`config.mk`:
```
export PLATFORM = sky130hd
export DESIGN_NAME = ifu
export DESIGN_NICKNAME = d
export VERILOG_FILES = /design/src/rtl/npc_pkg.sv /design/src/rtl/ifu.sv
export SDC_FILE = /design/constraint.sdc
export NUM_CORES = 1
export LEC_CHECK = 0
export CAP_MARGIN = 20
export CORE_MARGIN = 4
export CORE_UTILIZATION = 49
export CTS_BUF_LIST = sky130_fd_sc_hd__clkbuf_16
export CTS_CLUSTER_SIZE = 16
export DETAILED_ROUTE_END_ITERATION = 7
export MAX_ROUTING_LAYER = met4
export PLACE_DENSITY = 0.83
export SLEW_MARGIN = 10
export SYNTH_ARGS = -nofsm -noshare
export SYNTH_HDL_FRONTEND = slang
export SYNTH_SLANG_ARGS = --single-unit
```
`constraint.sdc`:
```
create_clock -name clock -period 2.7 [get_ports clock]
set_input_delay 0.675 -clock clock [delete_from_list [all_inputs] [get_ports clock]]
set_output_delay 0.675 -clock clock [all_outputs]
set_load 0.005 [all_outputs]
```
`src/rtl/npc_pkg.sv`:
```
// Shared NPC definitions: fetch defaults and IFU state encoding.
// Imported by the fetch unit and later pipeline stages.
package npc_pkg;

  localparam int XLEN = 32;
  localparam logic [31:0] RESET_PC = 32'h8000_0000;

  typedef enum logic [1:0] {
    S_IDLE,
    S_REQ,
    S_WAIT,
    S_OUT
  } ifu_state_e;

endpackage

```
`src/rtl/ifu.sv`:
```
// Instruction fetch unit: one outstanding memory read at a time,
// registered offer to decode, redirects drop any in-flight response.
module ifu
  import npc_pkg::*;
#(
  parameter int XLEN = npc_pkg::XLEN,
  parameter logic [XLEN-1:0] RESET_PC = XLEN'(npc_pkg::RESET_PC)
) (
  input  logic            clock,
  input  logic            reset,
  output logic            req_valid,
  input  logic            req_ready,
  output logic [XLEN-1:0] req_addr,
  input  logic            resp_valid,
  input  logic [XLEN-1:0] resp_data,
  output logic            inst_valid,
  input  logic            inst_ready,
  output logic [XLEN-1:0] inst,
  output logic [XLEN-1:0] inst_pc,
  input  logic            redirect_valid,
  input  logic [XLEN-1:0] redirect_pc,
  output logic [31:0]     fetch_cnt
);

  localparam logic [XLEN-1:0] STEP  = XLEN'(4);
  localparam logic [XLEN-1:0] ALIGN = ~XLEN'(3);

  ifu_state_e      state;
  logic [XLEN-1:0] pc;
  logic [XLEN-1:0] target;
  logic [XLEN-1:0] redir_pc;
  logic [XLEN-1:0] pc_next;
  logic            drop;

  assign redir_pc = redirect_pc & ALIGN;
  assign pc_next  = pc + STEP;

  // Fetch FSM with pc, drop bookkeeping and all registered outputs.
  always_ff @(posedge clock) begin
    if (!reset) begin
      state      <= S_IDLE;
      pc         <= RESET_PC;
      target     <= '0;
      drop       <= 1'b0;
      req_valid  <= 1'b0;
      req_addr   <= '0;
      inst_valid <= 1'b0;
      inst       <= '0;
      inst_pc    <= '0;
      fetch_cnt  <= '0;
    end else begin
      unique case (state)
        S_IDLE: begin
          state     <= S_REQ;
          req_valid <= 1'b1;
          if (redirect_valid) begin
            pc       <= redir_pc;
            req_addr <= redir_pc;
          end else begin
            req_addr <= pc;
          end
        end
        S_REQ: begin
          if (redirect_valid) begin
            drop   <= 1'b1;
            target <= redir_pc;
          end
          if (req_ready) begin
            req_valid <= 1'b0;
            state     <= S_WAIT;
          end
        end
        S_WAIT: begin
          if (redirect_valid) begin
            drop   <= 1'b1;
            target <= redir_pc;
          end
          if (resp_valid) begin
            if (drop || redirect_valid) begin
              drop      <= 1'b0;
              state     <= S_REQ;
              req_valid <= 1'b1;
              pc        <= redirect_valid ? redir_pc : target;
              req_addr  <= redirect_valid ? redir_pc : target;
            end else begin
              inst       <= resp_data;
              inst_pc    <= pc;
              inst_valid <= 1'b1;
              state      <= S_OUT;
            end
          end
        end
        S_OUT: begin
          if (redirect_valid) begin
            pc         <= redir_pc;
            req_addr   <= redir_pc;
            inst_valid <= 1'b0;
            req_valid  <= 1'b1;
            state      <= S_REQ;
          end else if (inst_ready) begin
            pc         <= pc_next;
            req_addr   <= pc_next;
            inst_valid <= 1'b0;
            req_valid  <= 1'b1;
            fetch_cnt  <= fetch_cnt + 32'd1;
            state      <= S_REQ;
          end
        end
      endcase
    end
  end

endmodule

```
# After elaboration in Yosys (flattened, before gate mapping)
# Index checks and enable logic that the tools add are counted.
[classes]
multipliers = 0
reduce_logical = 12
magnitude_cmp = 0
add_sub_neg = 2
shifts = 0
mux = 28
n_div = 0
eq_ne = 8
bitwise = 2
[ops]
columns = ["operator", "count"]
rows = [
  ["32-bit two-way mux", 6],
  ["32-bit case mux with 3 select lines", 1],
  ["32-bit by 1-bit adder with 32-bit output (second input constant)", 1],
  ["32-bit by 3-bit adder with 32-bit output (second input constant)", 1],
  ["1-bit two-way mux", 12],
  ["4-bit AND reduction", 3],
  ["2-bit two-way mux", 5],
  ["3-bit AND reduction", 3],
  ["2-bit != test (second input constant)", 4],
  ["2-bit case mux with 4 select lines", 1],
  ["2-bit == test (second input constant)", 2],
  ["1-bit case mux with 2 select lines", 2],
  ["1-bit case mux with 4 select lines", 1],
  ["2-bit nonzero test", 2],
  ["3-bit != test (second input constant)", 1],
  ["3-bit nonzero test", 1],
  ["2-bit by 1-bit == test with 1-bit output (second input constant)", 1],
  ["2-bit logical NOT", 1],
  ["1-bit NOT", 2],
  ["2-bit OR reduction", 1],
  ["1-bit logical OR", 1],
]
[word_totals]
rom_bits = 0
n_memories = 0
ramBits = 0
elab_cells = 62
reg_bits = 197
latch_bits = 0
output_inout_bits = 130
input_bits = 70

# Logic depth before layout (Yosys ltp)
# Gate-level depths: netlist of run 1.
[depth]
word_depth = 4
ltp_mapped = 9
mapped_depth_nobuf = 7

# Worst setup path before layout of run 1
# No wires, ideal clock.
[synth_timing]
kind = "input -> register"
start = "input redirect_valid"
end = "register with a tool-made name"
t_arrival_ns = 1.992
setup_ns = 0.126
slack_ns = 0.583
cell_stages = 8
path_buffers = 4
required_ns = 2.574
cell_sequence = "clkbuf_1 > nand2b_1 > clkbuf_1 > buf_2 > buf_1 > a21oi_1 > o211ai_1 > o21ai_0"
[synth_rtl]
columns = ["element", "line", "text"]
rows = [
  ["start: declaration", "ifu.sv:20", "input logic redirect_valid,"],
]

==> results.toml, run 1 <==
[yosys]
ys_types = 56
ys_async_sr_fraction_pct = 0
synthTopCellsByArea = "dfxtp_1, nand2_1, a21oi_1"
syn_inst = 1023
synth_fp_nets = 1099
ys_ff_latch = 166
syn_area_mm2 = 0.00766
synth_top_area_share_pct = 43.4
synth_fa_ha_area_share_pct = 0.980
synth-xor-area-share_pct = 2.75
synth_edf_count = 0
yosysTopAreaCell = "dfxtp_1"
ys_seq_area_share_pct = 43.4
postSynthAreaPerCell_um2 = 7.49
synth-simple-area-share_pct = 26.8
yosys_most_used_dff = "dfxtp_1"
ys.warnings.count = 0
synth_top_family_by_area = "simple AND/OR/NAND/NOR gates"
synthMuxAreaShare_pct = 0.131
synth_compound_area_share_pct = 18.6

[clock_tree]
cts_tree = "done"
cts_hold_buf = 0
insertion_delay_ns = 0.43
cts_buffers = 17
post_cts_resized = 0
root_buffer = "clkbuf_16"
cts_setup_buffers = 0
clkSinkCount = 166
clockBufferDepth = 2
clk_pin_slew_ns = 0.06
htree_levels = 4

[final_layout]
syn_to_final_growth_pct = 34.5
multi_input_area_mm2 = 0.00379
final_nets = 1244
antennaDiodeCount = 0
finalNonFillerCells = 1391
seq_area_mm2 = 0.00332
nFillCells = 1280
drive_gt1_share_pct = 6.36
stdcell_area_mm2 = 0.0103

[status]
status = "finished clean"

[drt]
drc_errors = 0
vias = 7581
drtIter0Drc = 670
drtAntennaViolNets = 0
vias_per_cell = 5.45
dr.pass1.iters = 5
wl_um = 22300
routedWlPerCell_um = 16.1

[critical_path]
cp_max_fo = 29
reg2reg_setup_slack_ns = 0.43
reg2regPathDepth = 7
start_kind = "flip-flop"
crit_path_end_kind = "flip-flop"
critPathKind = "reg2reg"
crit_buf_inv = 1
required_ns = 3.01
cpPeakStageDelay_ns = 0.36
worstReg2RegStart = "state[0]"
critPathArrivalTime_ns = 2.58
cp_cell_sequence = "ha_1, nor2b_1, o21bai_1, o311ai_2, buf_4, o31ai_1, nor2_1"
crit_slowest_cell = "ha_1"
cp_top_family = "compound AO/OA/AOI/OAI gates"

[timing]
tightest_slew_ns = 0.823
final_max_slew_viol_count = 0
min_period_over_period_pct = 84.1
max_freq_mhz = 440
rsz0062_at_grt = "no"
finalSetupTns_ns = 0
relSlewSlack_pct = 44.9
min_period_ns = 2.27
finClkSkew_ns = 0.00572
hold_viol = 0
worst_slack_ns = 0.429
setup_viol = 0

[worst_hold_path]
min_path_type = "reg2reg"
hp-start = "inst_pc[19]"
whs_path_depth = 2
worst_hold_path.endpoint = "inst_pc[19]"

[placement]
dp.cells = 1360
place_congestion = 0.900
io_buffers = 197
dp_hpwl_um = 15600
dp_worst_setup_slack_ns = 0.103
dpl_cell_area_mm2 = 0.00969

[floorplan]
fp.dieArea_mm2 = 0.0177
coreArea_mm2 = 0.0153
die_w_um = 133
rows = 45
initial_utilization_pct = 50.2
fp.dieH_um = 133
ioPinCount = 200

[grt]
gr-total-overflow = 0
gr-usage-all-layers_pct = 24.8
grt_pass1_vias = 6642
grt_max_degree = 65
grt_pass1_wl_um = 34900
antenna_found_initial = 0

[pwr]
ir_worst_vdd_mv = 0.442
p_total_mw = 5.69
power.leakage_nw = 3.58
power_density_mw_per_mm2 = 553

[flow_run]
cap_violations = 0
## metal layers
layer	part of all wire, %	vias to the layer above	track usage [%]
li1	-	3751	-
met4	2.5	0	9.06
met3	6.8	47	4.94
met5	0	-	-
met2	46	296	37.2
met1	45	3487	33.2
## per-stage QoR
step                util (%)  hold slack, ns
floorplan                  -           0.432
global placement        63.5           0.438
detailed placement      63.5           0.446
CTS                     67.5           0.455
global route            67.5           0.472
finish                  67.5           0.453
## cells by family (layout without fill, tap and decap cells)
logic type | after synthesis | count (layout)
xor gates and xnor gates | 24 | 24
muxes | 1 | 1
buffers and inverters | 116 | 273
adders and majority gates | 6 | 6
DFF | 166 | 166
AOI/OAI and AO/OA | 253 | 253
and+or+nand+nor | 457 | 457
## how the worst max path moves through the flow
stage               slack (ns)           start  depth (start not counted)             to
global route              0.25        state[0]                          7      flip-flop
detailed placement        0.10      inst_ready                          7      flip-flop
floorplan                 0.58  redirect_valid                          8      flip-flop
global placement          0.16      inst_ready                          7  fetch_cnt[30]
finish                    0.43        state[0]                          7      flip-flop
CTS                       0.45        state[0]                          7      flip-flop
## layout make-up
class,instances,share of cell area [%]
Multi-Input combinational cell,741,36.8
Sequential cell,166,32.3
Timing Repair Buffer,228,21.8
Clock buffer,17,4.13
Tap cell,211,2.56
Clock inverter,14,1.80
Inverter,14,0.535
## synth_stat cells (2+ instances only)
cell type and instances:
xor2_1 15, a22oi_1 3, or4_1 2, o21bai_1 2, a311oi_1 2, nand2b_1 3
ha_1 6, nor4_1 11, nand4_1 17, dfxtp_1 166, a31oi_1 11, and3_1 9
a41o_1 6, o21ai_0 58, nor2b_1 8, o211ai_1 2, o21a_1 3, buf_2 7
clkbuf_1 59, xnor2_1 9, and2_1 7, a21o_1 4, o22ai_1 4, buf_4 31
nor2_1 62, a21oi_1 142, nand3b_1 5, and4_1 6, buf_1 4, a2bb2oi_1 2
or3_1 8, nand2_1 274, nand4_2 2, inv_1 14, o221a_2 3, and4b_1 2
nand3_1 23, nor3_1 12, a41oi_1 2
## placed cells by master (no fill, tap or decap), drive strengths merged, types with 5 or more instances in the layout
master         instances
ha                     6
nor3                  13
o21ai                 58
nor4                  13
and3                   9
clkbuf                17
a21oi                142
nor2                  62
a31oi                 11
xor2                  15
a41o                   6
dfxtp                166
nor2b                  8
or3                    8
nand4                 19
and4                   6
nand3b                 5
xnor2                  9
buf                   32
nand3                 24
inv                   16
and2                   7
nand2                274
clkdlybuf4s50        196
## worst min-delay path: cells and delay by family, from the launching register on
kind               cells  cell delay, ns
AOI/OAI and AO/OA      1            0.05
and+or+nand+nor        1            0.05
DFF                    1            0.31
## report_power, final
| part | switching (mW) | internal, mW | total, mW |
|---|---|---|---|
| clock | 0.996 | 1.53 | 2.53 |
| sequential | 0.0661 | 2.52 | 2.58 |
| combinational | 0.307 | 0.269 | 0.576 |
| total | 1.37 | 4.32 | 5.69 |
No activity file was read; power rests on OpenSTA's default activity.
==> inputs of run 2 (changes only) <==
Settings changed: CORE_UTILIZATION 49 to 44, PLACE_DENSITY 0.83 to 0.79.
Clock period 2.7 ns to 2 ns, I/O delays scaled along.
==> run 2 against run 1 <==
- global-route usage is 1.4 points lower
- worst setup slack worse by 0.38 ns
- clock skew is 0.0038 ns higher
- total power is 35% higher
- non-clock buffer count is 55 higher
- core utilization is 2.7 points lower
- flip-flop and latch count stayed put
- clock power is 31% higher
- first-iteration DRC count is 4.6% higher
- critical path depth is 5 lower
- die area is 11% higher
- largest cell class unchanged
- largest power group unchanged
==> results.toml, run 2 (synthesized netlist as in run 1, its figures left out) <==
[status]
status = "finished clean"

[clock_tree]
clkSinkCount = 166
cts_buffers = 17
clockBufferDepth = 2
root_buffer = "clkbuf_16"
cts_tree = "done"
cts_hold_buf = 0
insertion_delay_ns = 0.43
clk_pin_slew_ns = 0.06
htree_levels = 4

[timing]
final_max_slew_viol_count = 0
setup_viol = 0
max_freq_mhz = 512
finClkSkew_ns = 0.00952
tightest_slew_ns = 0.513
min_period_ns = 1.95
hold_viol = 0
relSlewSlack_pct = 65.5
min_period_over_period_pct = 97.7

[final_layout]
nFillCells = 1429
final_util_pct = 64.7
final_cell_mix = "nand2_1, clkdlybuf4s50_1, dfxtp_1, a21oi_1, buf_4"
stdcell_area_mm2 = 0.0109
seq_area_mm2 = 0.00333
final_nets = 1299
drive_gt1_share_pct = 11.9
final_common_cell = "nand2_1"
finalNonFillerCells = 1456
syn_to_final_growth_pct = 42.2
antennaDiodeCount = 0
multi_input_area_mm2 = 0.00385

[placement]
io_buffers = 197
dpl_cell_area_mm2 = 0.0102
dp_hpwl_um = 16700
place_congestion = 0.888
dp.cells = 1423

[drt]
routedWlPerCell_um = 16.1
wl_um = 23400
routed-wl-met2_um = 10900
vias = 7928
drc_errors = 0
drtAntennaViolNets = 0
vias_per_cell = 5.45
met3_length_um = 1630
drtIter0Drc = 701
wl_met1_um = 10300
routed.top_layer = "met4"
dr.pass1.iters = 5

[pwr]
power.leakage_nw = 3.93
power_density_mw_per_mm2 = 707
ir_worst_vdd_mv = 0.546

[worst_hold_path]
hp-start = "inst_pc[16]"
worst_hold_path.endpoint = "inst_pc[16]"
whs_path_depth = 2
min_path_type = "reg2reg"

[floorplan]
coreArea_mm2 = 0.0168
fp.dieH_um = 140
rows = 47
initial_utilization_pct = 45.5
fp.dieArea_mm2 = 0.0196
die_w_um = 140
ioPinCount = 200

[critical_path]
crit_buf_inv = 2
required_ns = 1.50
reg2reg_setup_slack_ns = 0.06
cp_max_fo = 5
start_kind = "flip-flop"
cpPeakStageDelay_ns = 0.54
reg2regPathDepth = 7
crit_path_end_kind = "primary output"
critPathArrivalTime_ns = 1.45
crit_slowest_cell = "clkdlybuf4s50_1"
worstReg2RegStart = "state[1]"
cp_top_family = "buffers and inverters"
cp_cell_sequence = "buf_4, clkdlybuf4s50_1"
critPathKind = "reg2out"

[grt]
grt_max_degree = 63
antenna_found_initial = 0
gr-total-overflow = 0
grt_pass1_vias = 7261
grt_pass1_wl_um = 37000
gr-usage-all-layers_pct = 23.4

[flow_run]
cap_violations = 0
[run 2: cell types whose count changed in the layout (fill, tap and decap cells not counted), moves of 3 or more]
cell	delta
buf_12	+9
buf_4	+45
clkinv_4	+3
clkinvlp_4	-3
dfxtp_1	-3
inv_6	+4
nor2b_1	-3
nor2b_2	+3
[run 2: layer usage]
metal	GRT usage (%)	vias to the layer above
li1	-	3881
met1	30.4	3692
met2	36.5	316
met3	4.77	39
met4	8.06	0
met5	-	-
[run 2: repair_timing]
item / CTS / global route
resized for setup: 4 / 15
cloned: 0 / 0
pin swaps: 0 / 1
endpoints found under the hold margin: 0 / 0
buffers inserted: 0 / 1
setup endpoints to repair: 4 / 76
[run 2: report_power, final]
part | switching, mW | total (mW) | internal, mW
clock network | 1.44 | 3.31 | 1.87
registers | 0.0690 | 3.47 | 3.40
logic | 0.469 | 0.920 | 0.451
[run 2: area by class of cell]
cell class	instances	share of cell area, %
repair buffers	283	25.6
clock inverters	15	1.53
inverters	14	0.506
flip-flops and latches	166	30.6
clock buffers	17	3.91
multi-input cells	741	35.4
well taps	220	2.53
[run 2: through the flow]
stage | setup slack (ns) | hold WS, ns | power (mW) | TNS [ns]
after floorplan | 0.0463 | 0.432 | 3.96 | 0
after global placement | -0.185 | 0.437 | 4.41 | -4.45
after detailed placement | -0.286 | 0.447 | 4.43 | -7.78
after CTS | -0.000724 | 0.456 | 7.73 | -0.000724
after global routing | -0.0131 | 0.469 | 7.98 | -0.0131
final | 0.0459 | 0.453 | 7.70 | 0
[run 2: how the worst max path moves through the flow]
| stage | start | endpoint | slack (ns) | depth (start not counted) |
|---|---|---|---|---|
| after CTS | state[1] | inst[10] | -0.0007 | 8 |
| final | flip-flop | req_addr[28] | 0.05 | 2 |
| after detailed placement | resp_valid | flip-flop | -0.29 | 6 |
| after global routing | state[1] | pc[31] | -0.01 | 8 |
| after global placement | resp_valid | flip-flop | -0.19 | 6 |
| after floorplan | state[0] | flip-flop | 0.05 | 9 |
[run 2: tightest hold or removal path: cells and delay by family (launching register included)]
family / cells / cell delay (ns)
flops: 1 / 0.31
simple gates: 1 / 0.05
compound gates: 1 / 0.05
==> inputs of run 3 (changes only) <==
Settings changed: CAP_MARGIN 20 to 10.
==> results of run 3 <==
The final DEF is identical to that of run 2; final timing and power are the same.
